### config.mk
export PLATFORM = sky130hd
export DESIGN_NAME = led_seq_ctrl
export DESIGN_NICKNAME = d
export VERILOG_FILES = /design/src/rtl/led_seq_ctrl.sv
export SDC_FILE = /design/constraint.sdc
export NUM_CORES = 1
export LEC_CHECK = 0
export ABC_AREA = 1
export CORE_ASPECT_RATIO = 0.6
export CORE_MARGIN = 4
export CORE_UTILIZATION = 35
export CTS_CLUSTER_SIZE = 20
export DETAILED_ROUTE_END_ITERATION = 16
export REMOVE_ABC_BUFFERS = 1
export SYNTH_ARGS = -nofsm -noshare
export SYNTH_HDL_FRONTEND = slang
export SYNTH_SLANG_ARGS = --single-unit
export TNS_END_PERCENT = 1
### constraint.sdc
create_clock -name clk_in -period 3.3 [get_ports clk_in]
set_input_delay 0.495 -clock clk_in [delete_from_list [all_inputs] [get_ports clk_in]]
set_output_delay 0.495 -clock clk_in [all_outputs]
set_load 0.005 [all_outputs]
### src/rtl/led_seq_ctrl.sv
// LED sequencer: steps three LEDs through rotate/blink/bounce patterns, fed by a one-deep command slot.
// Define LED_SEQ_BOUNCE_EN to give mode 3 the bounce pattern; without it mode 3 behaves as rotate-right.
module led_seq_ctrl #(
  parameter int DIV_WIDTH  = 25,
  parameter int DEF_PERIOD = 24_000_000
) (
  input  logic                 clk_in,
  input  logic                 rst,
  input  logic                 cmd_valid,
  output logic                 cmd_ready,
  input  logic [1:0]           cmd_mode,
  input  logic [DIV_WIDTH-1:0] cmd_period,
  input  logic                 cmd_run,
  output logic [2:0]           led_out,
  output logic                 tick,
  output logic [1:0]           state_out
);

  typedef enum logic [1:0] {
    ST_IDLE  = 2'd0,
    ST_RUN   = 2'd1,
    ST_PAUSE = 2'd2
  } state_t;

  localparam logic [1:0]           MODE_RL      = 2'd1;
  localparam logic [1:0]           MODE_BLINK   = 2'd2;
`ifdef LED_SEQ_BOUNCE_EN
  localparam logic [1:0]           MODE_BOUNCE  = 2'd3;
`endif
  localparam logic [2:0]           LED_RESET    = 3'b011;
  localparam logic [DIV_WIDTH-1:0] PERIOD_RESET = DIV_WIDTH'(DEF_PERIOD);
  localparam logic [DIV_WIDTH-1:0] DIV_ONE      = DIV_WIDTH'(1);

  state_t               state_q, state_d;
  logic [1:0]           mode_q, mode_d;
  logic [DIV_WIDTH-1:0] period_q, period_d;
  logic [DIV_WIDTH-1:0] div_q, div_d;
  logic [2:0]           led_q, led_d;
  logic                 tick_q, tick_d;
  logic                 pend_valid_q, pend_valid_d;
  logic [1:0]           pend_mode_q, pend_mode_d;
  logic [DIV_WIDTH-1:0] pend_period_q, pend_period_d;
  logic                 pend_run_q, pend_run_d;
  logic                 at_wrap;
  logic                 apply;
`ifdef LED_SEQ_BOUNCE_EN
  logic                 dir_left_q, dir_left_d;
`endif

  always_ff @(posedge clk_in or posedge rst) begin
    if (rst) begin
      state_q       <= ST_IDLE;
      mode_q        <= 2'd0;
      period_q      <= PERIOD_RESET;
      div_q         <= '0;
      led_q         <= LED_RESET;
      tick_q        <= 1'b0;
      pend_valid_q  <= 1'b0;
      pend_mode_q   <= 2'd0;
      pend_period_q <= '0;
      pend_run_q    <= 1'b0;
`ifdef LED_SEQ_BOUNCE_EN
      dir_left_q    <= 1'b1;
`endif
    end else begin
      state_q       <= state_d;
      mode_q        <= mode_d;
      period_q      <= period_d;
      div_q         <= div_d;
      led_q         <= led_d;
      tick_q        <= tick_d;
      pend_valid_q  <= pend_valid_d;
      pend_mode_q   <= pend_mode_d;
      pend_period_q <= pend_period_d;
      pend_run_q    <= pend_run_d;
`ifdef LED_SEQ_BOUNCE_EN
      dir_left_q    <= dir_left_d;
`endif
    end
  end

  // A pending command in RUN waits for the divider wrap so the current step period is never cut short;
  // when it lands on a wrap it replaces that step entirely.
  always_comb begin
    state_d       = state_q;
    mode_d        = mode_q;
    period_d      = period_q;
    div_d         = div_q;
    led_d         = led_q;
    tick_d        = 1'b0;
    pend_valid_d  = pend_valid_q;
    pend_mode_d   = pend_mode_q;
    pend_period_d = pend_period_q;
    pend_run_d    = pend_run_q;
`ifdef LED_SEQ_BOUNCE_EN
    dir_left_d    = dir_left_q;
`endif
    at_wrap = (div_q == period_q);
    apply   = pend_valid_q && ((state_q != ST_RUN) || at_wrap);

    if (cmd_valid && !pend_valid_q) begin
      pend_valid_d  = 1'b1;
      pend_mode_d   = cmd_mode;
      pend_period_d = cmd_period;
      pend_run_d    = cmd_run;
    end

    if (apply) begin
      pend_valid_d = 1'b0;
      mode_d       = pend_mode_q;
      period_d     = pend_period_q;
      div_d        = '0;
      state_d      = pend_run_q ? ST_RUN : ST_PAUSE;
`ifdef LED_SEQ_BOUNCE_EN
      dir_left_d   = 1'b1;
`endif
      case (pend_mode_q)
        MODE_BLINK:  led_d = 3'b000;
`ifdef LED_SEQ_BOUNCE_EN
        MODE_BOUNCE: led_d = 3'b001;
`endif
        default:     led_d = LED_RESET;
      endcase
    end else begin
      case (state_q)
        ST_RUN: begin
          if (at_wrap) begin
            div_d  = '0;
            tick_d = 1'b1;
            case (mode_q)
              MODE_RL:    led_d = {led_q[1:0], led_q[2]};
              MODE_BLINK: led_d = ~led_q;
`ifdef LED_SEQ_BOUNCE_EN
              // Turn around at an end by stepping inward, so the end value is shown only once.
              MODE_BOUNCE: begin
                if (dir_left_q) begin
                  if (led_q == 3'b100) begin
                    led_d      = 3'b010;
                    dir_left_d = 1'b0;
                  end else begin
                    led_d = {led_q[1:0], 1'b0};
                  end
                end else begin
                  if (led_q == 3'b001) begin
                    led_d      = 3'b010;
                    dir_left_d = 1'b1;
                  end else begin
                    led_d = {1'b0, led_q[2:1]};
                  end
                end
              end
`endif
              default:    led_d = {led_q[0], led_q[2:1]};
            endcase
          end else begin
            div_d = div_q + DIV_ONE;
          end
        end
        ST_PAUSE: begin
        end
        default: begin
          led_d = LED_RESET;
          div_d = '0;
        end
      endcase
    end
  end

  assign cmd_ready = !pend_valid_q;
  assign led_out   = led_q;
  assign tick      = tick_q;
  assign state_out = state_q;

endmodule

=== After elaboration in Yosys (flattened, before gate mapping) ===
Cells that the tools add are included.

* Logic and storage cells: 41
* Register bits after elaboration: 87

* Add/sub/neg operators: 1
* Reduce and logical (&&, ||, !) cells: 6
* Equal/unequal tests: 9
* Mux-type cells: 14
* Bitwise logic cells: 1

{| class="wikitable"
|+ Operator list
! kind !! count
|-
| $mux W25 || 2
|-
| $pmux W25 S2 || 1
|-
| $add A25 B1 Y25 const B || 1
|-
| $eq A25 B25 Y1 || 1
|-
| $pmux W3 S2 || 2
|-
| $eq A2 B2 Y1 const B || 3
|-
| $mux W3 || 2
|-
| $mux W1 || 5
|-
| $eq A2 B1 Y1 const B || 2
|-
| $mux W2 || 2
|-
| $ne A3 B3 Y1 const B || 1
|-
| $not A3 Y3 || 1
|-
| $logic_and A1 B1 Y1 || 2
|-
| $ne A2 B1 Y1 const B || 1
|-
| $ne A2 B2 Y1 const B || 1
|-
| $reduce_and A2 Y1 || 1
|-
| $reduce_bool A2 Y1 || 1
|-
| $logic_not A1 Y1 || 1
|-
| $logic_or A1 B1 Y1 || 1
|}

=== Longest topological paths before layout ===
Gate-level depths: netlist of the first run.

* Depth after elaboration: 5
* Depth in mapped cells: 14

=== Least setup slack after synthesis of the first run ===
No wires, ideal clock.

* Kind: flip-flop to flip-flop
* Start point: register period_q[17]
* End point: register mode_q[1]
* Library setup time: 0.117 ns
* Slack: 1.602 ns
* Arrival time: 1.581 ns
* Stages on the path, launching flop included: 14
* Clock period less this slack: 1.698 ns
* Data required time: 3.183 ns
* Path through: dfstp_2 > inv_1 > nand2_1 > nand2_1 > nor2_1 > nand2_1 > nor2_1 > nand3_2 > nand2_4 > nand2_2 > buf_6 > buf_6 > nand2_1 > o21ai_2

* Cells in the longest elaborated chain, start to end: 3

{| class="wikitable"
|+ RTL lines
! what !! RTL line !! RTL
|-
| from (decl) || 36 || <nowiki>logic [DIV_WIDTH-1:0] period_q, period_d;</nowiki>
|-
| from (signal assigned) || 68 || <nowiki>period_q <= period_d;</nowiki>
|-
| $eq A25 B25 Y1 || 98 || <nowiki>at_wrap = (div_q == period_q);</nowiki>
|-
| $logic_or A1 B1 Y1 || 99 || <nowiki>apply = pend_valid_q && ((state_q != ST_RUN) || at_wrap);</nowiki>
|-
| $logic_and A1 B1 Y1 || 99 ||
|-
| to (signal assigned) || 67 || <nowiki>mode_q <= mode_d;</nowiki>
|-
| to (decl) || 35 || <nowiki>logic [1:0] mode_q, mode_d;</nowiki>
|}

No other way between the ends.
A chain may end at the register's enable or synchronous reset.

=== Final worst setup path of the first run ===
* Start point: register period_q[24]
* End point: register period_q[14]

* Cells in the longest elaborated chain, start to end: 3

{| class="wikitable"
|+ RTL lines
! what !! RTL line
|-
| $eq A25 B25 Y1 || 98
|-
| $logic_or A1 B1 Y1 || 99
|-
| $logic_and A1 B1 Y1 || 99
|}

No other way between the ends.

==> impl_metrics.py, run 1 <==
metrics = {
    "status": {
        "status": "complete, no violations",
    },
    "timing": {
        "finalSetupTns_ps": 0,
        "max_slew_margin_pct": 53.1,
        "grt_setup_unrepaired": "no",
        "setup_violations": 0,
        "hold_viol_final": 0,
        "slew_viol_final": 0,
        "timing.final.ws_setup_ps": 844,
        "fmaxAchievable_mhz": 407,
        "final.min_clock_period_ps": 2460,
        "fin_crit_sh_pct": 74.4,
        "final.setup_skew_ps": 7.81,
        "tightest_slew_ps": 701,
    },
    "drt": {
        "routedWlPerCell_um": 12.6,
        "wirelength_mm": 9.23,
        "drtIter0Drc": 245,
        "ant_nets": 0,
        "drc": 0,
        "vias_per_cell": 4.62,
        "first_pass_iters": 5,
        "vias": 3375,
    },
    "clock_tree": {
        "cts_sinks": 87,
        "cts.clk_slew.worst_paths_ps": 60,
        "clk_latency_ps": 330,
        "htree_levels": 3,
        "holdBufCountCts": 0,
        "numCtsBuffers": 9,
        "clockBufferDepth": 2,
        "cts-root-buf": "clkbuf_16",
        "cts_setup_buffers": 0,
        "cts_tree": "done",
        "ctsResizeCount": 0,
    },
    "synthesis": {
        "synth_cells": 527,
        "ys_ff_latch": 87,
        "synth_edf_count": 0,
        "synthFlopType": "dfrtp_1",
        "yosysWarnings": 0,
        "yosysSeqAreaShare_pct": 51.1,
        "syn_area_mm2": 0.00429,
        "ys_types": 34,
        "synth_area_per_cell_um2": 8.15,
        "async_flop_share_pct": 100,
    },
    "global_routing": {
        "antenna_found_initial": 0,
        "met2_usage_pct": 19.7,
        "grt_pass1_vias": 3197,
        "grt_use_met3_pct": 4.19,
        "grt-ovfl-total": 0,
        "gr-max-usage-layer": "met1",
        "grt_first_pass_wirelength_mm": 15.6,
        "use_met1_pct": 20.8,
        "grt_max_degree": 77,
        "gr-usage-all-layers_pct": 13.9,
    },
    "layout": {
        "nets": 595,
        "postLayoutCellArea_mm2": 0.00511,
        "drive_gt1_share_pct": 9.89,
        "synthToLayoutAreaGrowth_pct": 19.0,
        "seq_area_mm2": 0.00219,
        "final_cell_mix": "nand2_1, dfrtp_1, nor2_1, inv_1, a21oi_1",
        "utilization_pct": 42.5,
        "mostFrequentLayoutCell": "nand2_1",
        "diodes": 0,
        "fill_cells": 1218,
        "multiInputGateArea_mm2": 0.00172,
    },
    "run": {
        "drv_cap": 0,
    },
    "die": {
        "die_y_um": 93.8,
        "die_w_um": 151,
        "num_rows": 31,
        "dieArea_mm2": 0.0142,
        "ioPinCount": 38,
        "core_mm2": 0.0120,
        "start_util_pct": 35.7,
    },
    "power_and_ir_drop": {
        "leakagePower_uw": 0.00241,
        "ir_worst_vdd_v": 0.000284,
        "powerDensity_mw_per_mm2": 800,
        "total_power_uw": 4090,
    },
    "setup_path": {
        "end_kind": "flip-flop",
        "worstPathMaxFanout": 32,
        "setup.worst_path.start_class": "flip-flop",
        "r2r_slack_ps": 840,
        "crit_type": "flip-flop to flip-flop",
        "crit_arrival_ps": 2670,
        "crit_required_ps": 3510,
    },
    "place": {
        "place_area_mm2": 0.00482,
        "dpl.hpwl_mm": 6.61,
        "pre_cts_ws_ps": 854,
        "place_congestion": 0.898,
        "portBuffers": 37,
    },
    "worst_hold_path": {
        "min_path_type": "primary input to async pin",
    },
}
## final cells by class
type                            count  area share [%]
Inverter                           75            5.54
Multi-Input combinational cell    348            33.6
Sequential cell                    87            42.9
Clock inverter                      4           0.882
Tap cell                          165            4.04
Clock buffer                       12            4.82
Timing Repair Buffer               40            8.18
## metrics by stage
step	std cells	hold slack, ps
6_report	731	396
5_1_grt	731	410
4_1_cts	731	390
3_5_place_dp	715	472
3_3_place_gp	715	468
2_1_floorplan	510	451
## worst paths after layout
kind / startpoint / to / depth (start not counted)
worst max-delay path: period_q[24] / period_q[14] / 12
worst min-delay path: rst / pend_period_q[6] / 2
worst min register to register: period_q[19] / period_q[19] / 2
max in group asynchronous: rst / led_out[0] / 3
min in group clk_in: period_q[19] / period_q[19] / 2
worst max register to register: period_q[24] / period_q[14] / 12
## critical path, stage by stage (launching register included)
cell	delay, ps
dfstp_2	540
inv_1	40
nand2_1	50
nand2_1	60
nor2_1	150
nand3_1	120
nor2_1	140
nand3_2	180
nand2_4	230
nand2_2	360
buf_12	300
nand2_1	80
o21ai_0	70
## registers in the layout (all words and copies together), names as in the netlist
name	count
div_q	25
pend_period_q	25
period_q	25
led_out	3
mode_q	2
pend_mode_q	2
state_out	2
pend_run_q	1
pend_valid_q	1
tick	1
## per-layer routing
metal	up-vias	wire (um)
met3	8	531
met4	0	60
met1	1542	4920
li1	1736	-
met5	-	0
met2	89	3720
## cells in the mapped netlist, types with 2 or more instances
| cell | number | area [um^2] |
|---|---|---|
| a21oi_1 | 51 | 255 |
| buf_2 | 4 | 20.0 |
| buf_6 | 4 | 45.0 |
| clkbuf_1 | 7 | 26.3 |
| dfrtp_1 | 75 | 1880 |
| dfstp_2 | 12 | 315 |
| ha_1 | 3 | 37.5 |
| inv_1 | 70 | 263 |
| inv_2 | 5 | 18.8 |
| mux2_2 | 2 | 22.5 |
| nand2_1 | 112 | 420 |
| nand2_2 | 2 | 12.5 |
| nand3_1 | 18 | 90.1 |
| nand4_1 | 8 | 50.1 |
| nor2_1 | 69 | 259 |
| nor2_2 | 2 | 12.5 |
| nor3_1 | 9 | 45.0 |
| nor4_1 | 2 | 12.5 |
| o21ai_0 | 19 | 95.1 |
| o21ai_1 | 11 | 55.1 |
| o21ai_2 | 10 | 87.6 |
| xnor2_1 | 6 | 52.6 |
| xor2_1 | 15 | 131 |
## power breakdown
group	internal [uW]	switching [uW]
logic	548	764
registers	1520	255
clock network	604	401
total	2670	1420
## cells by family (layout without fill, tap and decap cells)
kind of cell | count (synthesis) | after routing | synth area share [%]
AO/OA/AOI/OAI | 93 | 93 | 11.9
XOR/XNOR | 21 | 21 | 4.28
adder cells (fa/ha/maj) | 3 | 3 | 0.874
buffers and inverters | 92 | 131 | 8.98
flip-flops | 87 | 87 | 51.1
multiplexers | 2 | 2 | 0.525
AND/OR/NAND/NOR | 229 | 229 | 22.4
(Power assumes the default switching activity.)
==> run 2: changes to the inputs <==
Clock period 3.3 ns to 2.25 ns, I/O delays scaled along.
==> impl_metrics.py, run 2 (synthesized netlist as in run 1, its figures left out) <==
metrics = {
    "status": {
        "status": "complete, no violations",
    },
    "setup_path": {
        "crit_start": "period_q[24]",
        "worstPathMaxFanout": 40,
        "r2r_slack_ps": 260,
        "critPathCapture": "period_q[1]",
        "setup.worst_path.start_class": "flip-flop",
        "r2r-start": "period_q[24]",
        "crit_arrival_ps": 2200,
        "end_kind": "flip-flop",
        "r2r_end": "period_q[1]",
        "crit_required_ps": 2460,
        "r2r_cells": 12,
        "crit_type": "flip-flop to flip-flop",
    },
    "power_and_ir_drop": {
        "p_int_uw": 3960,
        "leakagePower_uw": 0.00245,
        "p_sw_share_pct": 34.7,
        "clockPowerShare_pct": 23.8,
        "powerDensity_mw_per_mm2": 1170,
        "seqPwrFrac_pct": 43.0,
        "total_power_uw": 6060,
        "p_switching_uw": 2100,
        "p_comb_share_pct": 33.2,
        "ir_worst_vdd_v": 0.000427,
    },
    "place": {
        "dpl.hpwl_mm": 7.19,
        "portBuffers": 37,
        "place_congestion": 0.911,
        "pre_cts_ws_ps": 96.5,
        "place_area_mm2": 0.00488,
    },
    "layout": {
        "drive_gt1_share_pct": 11.1,
        "postLayoutCellArea_mm2": 0.00519,
        "reg.largest.list": "div_q x25, pend_period_q x25, period_q x25",
        "final_cell_mix": "nand2_1, dfrtp_1, nor2_1, inv_1, a21oi_1",
        "mostFrequentLayoutCell": "nand2_1",
        "diodes": 0,
        "utilization_pct": 43.1,
        "seq_area_mm2": 0.00219,
        "nets": 606,
        "synthToLayoutAreaGrowth_pct": 20.8,
        "fill_cells": 1239,
        "multiInputGateArea_mm2": 0.00172,
    },
    "drt": {
        "ant_nets": 0,
        "drtIter0Drc": 174,
        "first_pass_iters": 5,
        "vias": 3457,
        "drc": 0,
        "vias_per_cell": 4.67,
        "routedWlPerCell_um": 13.3,
        "wirelength_mm": 9.86,
    },
    "die": {
        "dieArea_mm2": 0.0142,
        "core_mm2": 0.0120,
        "start_util_pct": 35.7,
        "die_y_um": 93.8,
        "die_w_um": 151,
        "ioPinCount": 38,
        "num_rows": 31,
    },
    "timing": {
        "setup_violations": 0,
        "timing.final.ws_setup_ps": 255,
        "max_slew_margin_pct": 69.1,
        "fin_crit_sh_pct": 88.7,
        "fin_hold_ws_ps": 325,
        "tightest_slew_ps": 463,
        "slew_viol_final": 0,
        "final.min_clock_period_ps": 1990,
        "fmaxAchievable_mhz": 501,
        "hold_viol_final": 0,
        "final.setup_skew_ps": 7.35,
        "grt_setup_unrepaired": "no",
    },
    "run": {
        "drv_cap": 0,
    },
    "global_routing": {
        "gr-usage-all-layers_pct": 14.9,
        "grt-ovfl-total": 0,
        "grt_pass1_vias": 3363,
        "grt_max_degree": 41,
        "antenna_found_initial": 0,
        "grt_first_pass_wirelength_mm": 16.5,
    },
    "clock_tree": {
        "clockBufferDepth": 2,
        "cts-root-buf": "clkbuf_16",
        "clk_latency_ps": 340,
        "htree_levels": 3,
        "numCtsBuffers": 9,
        "cts_sinks": 87,
        "cts_tree": "done",
        "cts.clk_slew.worst_paths_ps": 60,
    },
    "worst_hold_path": {
        "min_path_type": "primary input to async pin",
    },
}
[run 2: cell types whose count changed in the layout (fill, tap and decap cells not counted)]
cell / before / now
buf_4: 1 / 11
clkinv_2: 4 / 1
clkbuf_1: 2 / 4
buf_6: 0 / 1
o21ai_0: 19 / 18
o21ai_1: 11 / 12
[run 2: critical path, cell delays in order, from the launching register on]
cell and delay, ps:
dfstp_2 540, inv_1 40, nand2_1 40, nand2_1 60, nor2_1 170, nand3_1 150
nor2_1 160, nand3_2 130, nand2_4 110, nand2_2 60, buf_6 210, nand2_1 110
o21ai_1 70
[run 2: worst min path at each step]
stage / from / to / slack [ps] / cells past startpoint
3_3_place_gp: pend_run_q / state_out[1] / 470 / 1
2_1_floorplan: period_q[19] / period_q[19] / 450 / 2
5_1_grt: rst / pend_period_q[13] / 360 / 2
4_1_cts: rst / pend_period_q[13] / 330 / 2
3_5_place_dp: period_q[19] / period_q[19] / 480 / 2
6_report: rst / pend_period_q[13] / 320 / 2
[run 2: power by group through the flow]
| stage | registers, uW | clock network, uW | logic [uW] |
|---|---|---|---|
| after floorplan | 2530 | 0 | 1420 |
| after global placement | 2610 | 0 | 1940 |
| after detailed placement | 2630 | 0 | 2020 |
| after CTS | 2610 | 1490 | 2040 |
| after global routing | 2680 | 1550 | 2340 |
| final | 2610 | 1450 | 2010 |
[run 2: per-layer routing]
metal	global-route usage (%)	up-vias	share of wire, %
met5	0	-	0
met4	4.15	0	1.2
met3	3.81	12	6.4
met2	21.0	101	40
met1	22.4	1593	52
li1	-	1751	-
[run 2: what timing repair did]
action	CTS	global route
hold buffers	0	0
gates resized for setup	0	2
buffers inserted	0	2
endpoints found under the hold margin	0	0
endpoints found under the setup margin	0	23
[run 2: through the flow]
step,setup TNS [ps],instances
floorplan,-23840,510
global placement,0,724
detailed placement,0,724
CTS,0,739
global route,0,741
finish,0,741
[run 2: area by class of cell]
type	count	share of cell area [%]
Timing Repair Buffer	51	9.72
Inverter	75	5.45
Tap cell	165	3.98
Clock buffer	14	4.90
Multi-Input combinational cell	348	33.1
Sequential cell	87	42.3
Clock inverter	1	0.579
